===== src/rtl/icache_lock_pkg.sv =====
// Shared types and default sizing for the I-cache loop-lock controller.
// Entries hold index/way at fixed maximum widths so the struct stays parameter-free.
package icache_lock_pkg;

    localparam int DEF_WAYS     = 4;
    localparam int DEF_IDX_W    = 6;
    localparam int DEF_MAX_LOCK = 8;

    // Upper bounds on IDX_W and log2(WAYS) that a stored entry can represent
    localparam int ENT_IDX_W = 16;
    localparam int ENT_WAY_W = 8;

    typedef enum logic [1:0] {
        ST_IDLE,
        ST_COLLECT,
        ST_HOLD,
        ST_DRAIN
    } lock_state_e;

    typedef struct packed {
        logic                 valid;
        logic [ENT_IDX_W-1:0] index;
        logic [ENT_WAY_W-1:0] way;
    } lock_entry_t;

endpackage


===== src/rtl/icache_lock_table.sv =====
// Lock table storage: allocates entries, flags duplicates and full sets,
// and produces the locked-way mask for the set under replacement.
module icache_lock_table
    import icache_lock_pkg::*;
#(
    parameter int WAYS     = DEF_WAYS,
    parameter int IDX_W    = DEF_IDX_W,
    parameter int MAX_LOCK = DEF_MAX_LOCK,
    localparam int WAY_W   = $clog2(WAYS),
    localparam int CNT_W   = $clog2(MAX_LOCK) + 1
) (
    input  logic             clk,
    input  logic             rst,
    input  logic             clear,
    input  logic             wr_en,
    input  logic [IDX_W-1:0] cand_index,
    input  logic [WAY_W-1:0] cand_way,
    input  logic [IDX_W-1:0] query_index,
    output logic             cand_dup,
    output logic             cand_set_full,
    output logic [WAYS-1:0]  query_mask,
    output logic [CNT_W-1:0] count
);

    localparam int SET_W = WAY_W + 1;

    lock_entry_t entry_q [MAX_LOCK];
    lock_entry_t entry_d [MAX_LOCK];
    logic [SET_W-1:0] set_cnt;

    // New entries go into the lowest free slot; the controller never writes when full.
    always_comb begin
        logic placed;
        placed  = 1'b0;
        entry_d = entry_q;
        for (int i = 0; i < MAX_LOCK; i++) begin
            if (wr_en && !placed && !entry_q[i].valid) begin
                entry_d[i].valid = 1'b1;
                entry_d[i].index = ENT_IDX_W'(cand_index);
                entry_d[i].way   = ENT_WAY_W'(cand_way);
                placed           = 1'b1;
            end
        end
        if (clear) begin
            for (int i = 0; i < MAX_LOCK; i++) begin
                entry_d[i] = '0;
            end
        end
    end

    always_ff @(posedge clk) begin
        if (rst) begin
            for (int i = 0; i < MAX_LOCK; i++) begin
                entry_q[i] <= '0;
            end
        end else begin
            entry_q <= entry_d;
        end
    end

    always_comb begin
        cand_dup   = 1'b0;
        set_cnt    = '0;
        count      = '0;
        query_mask = '0;
        for (int i = 0; i < MAX_LOCK; i++) begin
            if (entry_q[i].valid) begin
                count = count + CNT_W'(1);
                if (entry_q[i].index == ENT_IDX_W'(cand_index)) begin
                    set_cnt = set_cnt + SET_W'(1);
                    if (entry_q[i].way == ENT_WAY_W'(cand_way)) begin
                        cand_dup = 1'b1;
                    end
                end
                for (int w = 0; w < WAYS; w++) begin
                    if (entry_q[i].index == ENT_IDX_W'(query_index) &&
                        entry_q[i].way == ENT_WAY_W'(w)) begin
                        query_mask[w] = 1'b1;
                    end
                end
            end
        end
    end

    // At least one way per set must stay available to the replacement policy
    assign cand_set_full = (set_cnt >= SET_W'(WAYS - 1));

endmodule


===== src/rtl/icache_lock_ctrl.sv =====
// Loop-lock controller: records filled/hit lines during a loop-lock window so
// the replacement policy leaves them alone until the window closes.
module icache_lock_ctrl
    import icache_lock_pkg::*;
#(
    parameter int WAYS     = DEF_WAYS,
    parameter int IDX_W    = DEF_IDX_W,
    parameter int MAX_LOCK = DEF_MAX_LOCK,
    localparam int WAY_W   = $clog2(WAYS),
    localparam int CNT_W   = $clog2(MAX_LOCK) + 1
) (
    input  logic             clk,
    input  logic             rst,
    input  logic             lock_start,
    input  logic             lock_cache,
    input  logic             flush,
    input  logic             fill_valid,
    input  logic [IDX_W-1:0] fill_index,
    input  logic [WAY_W-1:0] fill_way,
    input  logic             hit_valid,
    input  logic [IDX_W-1:0] hit_index,
    input  logic [WAY_W-1:0] hit_way,
    input  logic [IDX_W-1:0] query_index,
    output logic [WAYS-1:0]  way_lock_mask,
    output logic             lock_busy,
    output logic [CNT_W-1:0] lock_count,
    output logic             lock_overflow
);

    lock_state_e      state_q, state_d;
    logic             table_clear;
    logic             record_en;
    logic             capture_ok;
    logic             new_cand;
    logic             cand_dup;
    logic             cand_set_full;
    logic [IDX_W-1:0] cand_index;
    logic [WAY_W-1:0] cand_way;
    logic [WAYS-1:0]  query_mask;
    logic [CNT_W-1:0] table_count;

    icache_lock_table #(
        .WAYS     (WAYS),
        .IDX_W    (IDX_W),
        .MAX_LOCK (MAX_LOCK)
    ) u_table (
        .clk           (clk),
        .rst           (rst),
        .clear         (table_clear),
        .wr_en         (record_en),
        .cand_index    (cand_index),
        .cand_way      (cand_way),
        .query_index   (query_index),
        .cand_dup      (cand_dup),
        .cand_set_full (cand_set_full),
        .query_mask    (query_mask),
        .count         (table_count)
    );

    always_ff @(posedge clk) begin
        if (rst) begin
            state_q <= ST_IDLE;
        end else begin
            state_q <= state_d;
        end
    end

    // flush beats everything; lock_start restarts collection even when lock_cache drops
    always_comb begin
        state_d = state_q;
        if (flush) begin
            state_d = ST_IDLE;
        end else begin
            case (state_q)
                ST_IDLE: begin
                    if (lock_start) begin
                        state_d = ST_COLLECT;
                    end
                end
                ST_COLLECT, ST_HOLD: begin
                    if (lock_start) begin
                        state_d = ST_COLLECT;
                    end else if (!lock_cache) begin
                        state_d = ST_DRAIN;
                    end else if (state_q == ST_COLLECT && record_en &&
                                 table_count == CNT_W'(MAX_LOCK - 1)) begin
                        state_d = ST_HOLD;
                    end
                end
                ST_DRAIN: state_d = ST_IDLE;
                default:  state_d = ST_IDLE;
            endcase
        end
    end

    always_comb begin
        cand_index    = fill_valid ? fill_index : hit_index;
        cand_way      = fill_valid ? fill_way   : hit_way;
        capture_ok    = (state_q == ST_COLLECT || state_q == ST_HOLD) &&
                        lock_cache && !lock_start && !flush && !rst;
        new_cand      = capture_ok && (fill_valid || hit_valid) && !cand_dup;
        lock_overflow = new_cand && (state_q == ST_HOLD || cand_set_full ||
                                     table_count == CNT_W'(MAX_LOCK));
        record_en     = new_cand && !lock_overflow;
        table_clear   = flush || lock_start || (state_q == ST_DRAIN);
        lock_busy     = (state_q != ST_IDLE);
        lock_count    = table_count;
        way_lock_mask = (state_q == ST_DRAIN) ? '0 : query_mask;
    end

endmodule


===== config.mk =====
export PLATFORM = sky130hd
export DESIGN_NAME = icache_lock_ctrl
export DESIGN_NICKNAME = d
export VERILOG_FILES = /design/src/rtl/icache_lock_pkg.sv /design/src/rtl/icache_lock_table.sv /design/src/rtl/icache_lock_ctrl.sv
export SDC_FILE = /design/constraint.sdc
export NUM_CORES = 1
export LEC_CHECK = 0
export CORE_AREA = 2 2 108 110
export DETAILED_ROUTE_END_ITERATION = 6
export DIE_AREA = 0 0 110 112
export DONT_BUFFER_PORTS = 1
export PLACE_DENSITY = 0.69
export SYNTH_ARGS = -nofsm -noshare
export SYNTH_HDL_FRONTEND = slang
export SYNTH_SLANG_ARGS = --single-unit

===== constraint.sdc =====
create_clock -name clk -period 25.2 [get_ports clk]
set_clock_uncertainty 0.15 [all_clocks]
set_input_delay 5.04 -clock clk [delete_from_list [all_inputs] [get_ports clk]]
set_output_delay 5.04 -clock clk [all_outputs]
set_load 0.03 [all_outputs]

=== Word level (Yosys, flattened, before mapping) ===
Index checks and enable logic that the tools add are counted.

* Memories kept: 0
* ROM bits: 0
* Memory bits (writable): 0
* Logic and storage cells: 295
* Output and inout port bits: 10
* Flip-flop bits (word level): 74
* Input port bits: 29
* Bits in latches: 0

* Bitwise operators: 0
* Add/subtract/negate cells: 14
* Shift-type cells: 0
* Multiplexer cells: 103
* Reduce and logical (&&, ||, !) cells: 97
* Eq/ne operators: 55
* $mul: 0
* Divide/modulo/power cells: 0
* Magnitude comparators: 1

{| class="wikitable"
|+ Operator list
! operator !! count
|-
| $eq 6x6->1 || 16
|-
| $mux 1 || 65
|-
| $logic_not 8->1 || 8
|-
| $mux 4 || 16
|-
| $logic_and 1x1->1 || 57
|-
| $mux 3 || 15
|-
| $eq 2x2->1 const B || 18
|-
| $add 4x1->4 const B || 6
|-
| $add 3x1->3 const B || 7
|-
| $logic_not 1->1 || 20
|-
| $eq 2x1->1 const B || 9
|-
| $eq 2x2->1 || 8
|-
| $mux 2 || 5
|-
| $logic_or 1x1->1 || 6
|-
| $mux 6 || 1
|-
| $pmux 2 s3 || 1
|-
| $reduce_or 2->1 || 3
|-
| $eq 4x3->1 const B || 1
|-
| $eq 4x4->1 const B || 1
|-
| $ne 4x4->1 const B || 1
|-
| $ge 3x2->1 const B || 1
|-
| $add 1x1->2 const B || 1
|-
| $logic_not 2->1 || 1
|-
| $ne 2x2->1 const B || 1
|-
| 2 further kinds || 2
|}

=== Logic depth before layout (Yosys ltp) ===
* Depth after elaboration: 60
* Mapped depth: 32

=== Hierarchy ===
Synthesis repeated with hierarchy kept, for this count alone.

* Cells, all modules: 663
* Area, all modules: 5655.4 sq um

{| class="wikitable"
|+ Modules (own cells, without submodules)
! module !! cells each !! instances !! sequential area each (sq um) !! area each (sq um)
|-
| icache_lock_table || 616 || 1 || 1441.4 || 5230.0
|-
| icache_lock_ctrl || 47 || 1 || 40.0 || 425.4
|}

=== Worst setup path after synthesis ===
OpenSTA, ideal clock, no wires.

* Path type: input -> output
* Start: input port fill_valid
* End: output port lock_overflow
* Path slack: 9353 ps
* Path buffers: 4
* Data arrival time: 10657 ps
* Stages: 31
* Path through: buf_6 > mux2i_1 > buf_2 > xnor2_1 > nor4_1 > and2_1 > ha_1 > a32oi_4 > inv_1 > ha_1 > nand3_1 > nand2b_1 > ha_1 > nand2_1 > o211ai_1 > o21ai_0 > a211oi_1 > ha_1 > inv_1 > nor2_1 > a211oi_1 > xnor2_1 > mux2_2 > ha_1 > nand4_1 > xnor2_1 > xnor3_1 > nor4b_2 > buf_4 > buf_4 > a21oi_1

* Word-level cells in the longest chain between the ends: 29
* Elaborated cells on any way between the ends: 73
* Those cells by class: add/sub (7); order compare (1); eq/ne (16); mux (42); reduce/logical (7)

{| class="wikitable"
|+ RTL lines
! what !! line !! text
|-
| from (decl) || icache_lock_ctrl.sv:17 || <nowiki>input logic fill_valid,</nowiki>
|-
| $mux 6 or $mux 2 (tied branches) || icache_lock_ctrl.sv:97, icache_lock_ctrl.sv:98 ||
|-
| $eq 6x6->1 or $eq 2x2->1 (tied branches) || icache_lock_table.sv:69, icache_lock_table.sv:71 ||
|-
| $mux 1 (on tied branches) || icache_lock_table.sv:69, icache_lock_table.sv:71 ||
|-
| $mux 3 or $mux 1 (tied branches) || icache_lock_table.sv:67, icache_lock_table.sv:69 ||
|-
| $add 3x1->3 or $mux 1 (tied branches) || icache_lock_table.sv:70, icache_lock_table.sv:67 ||
|-
| $mux 3 or $mux 1 (tied branches) || icache_lock_table.sv:69, icache_lock_table.sv:71 ||
|-
| $mux 3 or $mux 1 (tied branches) || icache_lock_table.sv:67, icache_lock_table.sv:69 ||
|-
| $add 3x1->3 or $mux 1 (tied branches) || icache_lock_table.sv:70, icache_lock_table.sv:67 ||
|-
| [... 13 more ...] || n/a ||
|-
| $mux 3 or $mux 1 (tied branches) || icache_lock_table.sv:67, icache_lock_table.sv:69 ||
|-
| $add 3x1->3 or $mux 1 (tied branches) || icache_lock_table.sv:70, icache_lock_table.sv:67 ||
|-
| $mux 3 or $mux 1 (tied branches) || icache_lock_table.sv:69, icache_lock_table.sv:71 ||
|-
| $mux 3 or $mux 1 (tied branches) || icache_lock_table.sv:67, icache_lock_table.sv:69 ||
|-
| $ge 3x2->1 or $mux 1 (tied branches) || icache_lock_table.sv:86, icache_lock_table.sv:67 ||
|-
| $logic_or 1x1->1 or $logic_not 1->1 (tied branches) || icache_lock_ctrl.sv:102, icache_lock_ctrl.sv:101 ||
|-
| $logic_or 1x1->1 or $logic_and 1x1->1 (tied branches) || icache_lock_ctrl.sv:102, icache_lock_ctrl.sv:101 ||
|-
| $logic_and 1x1->1 * || icache_lock_ctrl.sv:102 || <nowiki>lock_overflow = new_cand && (state_q == ST_HOLD || cand_set_full ||</nowiki>
|-
| to (decl) || icache_lock_ctrl.sv:27 || <nowiki>output logic lock_overflow</nowiki>
|}

Mark *: on every way between the ends. The rest lies on a longest branch, timed or not.

=== Worst setup path in the final report ===
Ends and elaborated chain as after synthesis.

==> impl_metrics.json <==
{
  "status": "completed",
  "row_count": 39,
  "cts_resized": 0,
  "dp_slack_ps": 8990,
  "crit_type": "input pin to primary output",
  "power_frac_comb": 0.100,
  "root_buffer": "clkbuf_16",
  "syn_area_mm2": 0.00598,
  "p_sw_mw": 0.0673,
  "start_util": 0.535,
  "dp_hpwl_mm": 13.9,
  "drive_gt1_frac": 0.0746,
  "grt_overflow": 0,
  "tritoncts": "built",
  "nets": 726,
  "fmax_mhz": 61.4,
  "slowest_delay_ps": 570,
  "clkPwrFrac": 0.460,
  "finalSetupViolCount": 0,
  "dr.pass1.iters": 5,
  "ant_nets": 0,
  "syn-num-nets": 740,
  "ys_top_cells_by_area": "dfxtp_1 (25%), xnor2_1 (13%), mux2i_1 (11%)",
  "grt_pass1_vias": 4937,
  "synth_top_area_share": 0.248,
  "slew_viol_final": 0,
  "core_area_mm2": 0.0112,
  "num_vias": 5134,
  "synth-async-reset-ratio": 0,
  "cts.sinks": 74,
  "tightest_slew_ps": 969,
  "critPathRequiredTime_ps": 20010,
  "hold_class": "flop to flop",
  "critPathLaunchType": "input pin",
  "cp_num_buf_inv": 3,
  "worstPathArrival_ps": 11090,
  "grt_max_degree": 65,
  "period_share": 0.646,
  "hold_viol": 0,
  "end_kind": "primary output",
  "htreeDepth": 3,
  "avgSynthCellArea_um2": 8.62,
  "yosysUniqueCellTypes": 64,
  "wire_per_inst_um": 21.4,
  "post-route-drc-count": 0,
  "hold_depth": 2,
  "crit_slowest_cell": "a21oi_1",
  "cts_buffer_depth": 2,
  "cp.depth": 28,
  "clkLatencyLatePin_ps": 350,
  "synthFlopType": "dfxtp_1",
  "dieArea_mm2": 0.0123,
  "antenna_found_initial": 0,
  "synth_cells": 693,
  "relSlewSlack": 0.348,
  "crit_fanout": 17,
  "cts_hold_buf": 0,
  "reg2reg_depth": 24,
  "path_delay_family": "compound AO/OA/AOI/OAI gates",
  "synth.most_common_cell": "nand2_1",
  "p_int_mw": 0.200,
  "place_congestion": 1.04,
  "synth_area_leader_cell": "dfxtp_1",
  "fin_ws_ps": 8920,
  "grt_setup_unrepaired": "no",
  "area_growth_pct": 6.55,
  "ys_seq_area_frac": 0.248,
  "leakage_nw": 2.55,
  "crit_top_cell": "ha_1",
  "grt_use_total": 0.298,
  "viasPerCell": 6.21,
  "postLayoutCoreUtil": 0.570,
  "grt_pass1_wl_mm": 27.1,
  "final.setup.tns_ps": 0,
  "pin_count": 39,
  "dieWidth_um": 110,
  "synth_common_cells": "nand2_1 (95), xnor2_1 (89), dfxtp_1 (74)",
  "cts_setup_buffers": 0,
  "die_y_um": 112,
  "power_density_mw_per_mm2": 42.0,
  "cap_viol_max_count": 0,
  "ys_seq_elements": 74,
  "io_buffers": 0,
  "ys.warnings.count": 0,
  "wl_mm": 17.7,
  "antenna_cells": 0,
  "power_frac_seq": 0.439,
  "synth_enable_flop_cells": 0,
  "path_clk_slew_ps": 60,
  "ir_drop_mv": 0.0416,
  "p_sw_frac": 0.252,
  "cts_buffers": 9,
  "period_needed_ps": 16280,
  "drt_iter0_markers": 549
}
## per-layer routing
metal / part of all wire / GRT usage / up-vias
met1: 0.43 / 0.415 / 2439
met2: 0.44 / 0.443 / 244
li1: - / - / 2407
met4: 0.038 / 0.132 / 0
met3: 0.093 / 0.0568 / 44
met5: 0 / 0 / -
## flip-flops by register name, summed over array words and instances, names as in the netlist
name,cells
u_table.entry_q,72
state_q,2
## cell type report
type,instances,area (µm²)
Clock inverter,4,26.3
Fill cell,992,4810
Timing Repair Buffer,8,60.1
Clock buffer,12,256
Inverter,21,78.8
Sequential cell,74,1480
Multi-Input combinational cell,565,4290
Tap cell,143,179
## kinds of logic (layout without fill, tap and decap cells)
kind of cell | after synthesis | count (layout) | share of synthesized area
DFF | 74 | 74 | 0.248
muxes | 76 | 76 | 0.137
xor gates and xnor gates | 136 | 136 | 0.210
AOI/OAI and AO/OA | 62 | 62 | 0.0741
and+or+nand+nor | 272 | 272 | 0.253
buffers and inverters | 54 | 45 | 0.0385
adders and majority gates | 19 | 19 | 0.0394
## final timing paths
kind / from / slack, ps / end
worst min-delay path: u_table.entry_q[110] / 360 / u_table.entry_q[110]
worst max register to register: u_table.entry_q[174] / 18190 / u_table.entry_q[61]
worst max-delay path: fill_valid / 8920 / lock_overflow
worst min register to register: u_table.entry_q[110] / 360 / u_table.entry_q[110]
## cell usage in the layout (no fill, tap or decap), types with 13 or more instances in the layout
master	n
dfxtp_1	74
nor2_1	30
nor3_1	15
nand3_1	18
o21ai_0	13
xnor2_1	89
xor2_1	43
inv_1	20
nand2b_1	17
nand2_1	95
ha_1	18
mux2i_1	67
nand4_1	14
nor4_1	20
## metrics by stage
step	hold WS [ps]	power [mW]	std cells	cell area, µm²
detailed placement	340	0.146	811	6080
global route	376	0.275	827	6370
CTS	352	0.267	827	6370
finish	355	0.267	827	6370
floorplan	321	0.143	693	5980
global placement	339	0.146	811	6080
## power groups by stage
| stage | logic (mW) | registers, mW | clock network (mW) |
|---|---|---|---|
| floorplan | 0.0227 | 0.120 | 0 |
| global placement | 0.0260 | 0.120 | 0 |
| detailed placement | 0.0265 | 0.120 | 0 |
| CTS | 0.0266 | 0.117 | 0.123 |
| global route | 0.0286 | 0.117 | 0.129 |
| finish | 0.0268 | 0.117 | 0.123 |
## tightest hold or removal path, stage by stage, from the launching register on
cell and delay (ps):
dfxtp_1 330, nand2_1 60, mux2i_1 60
Note: power is estimated with default switching activity, not from simulation.
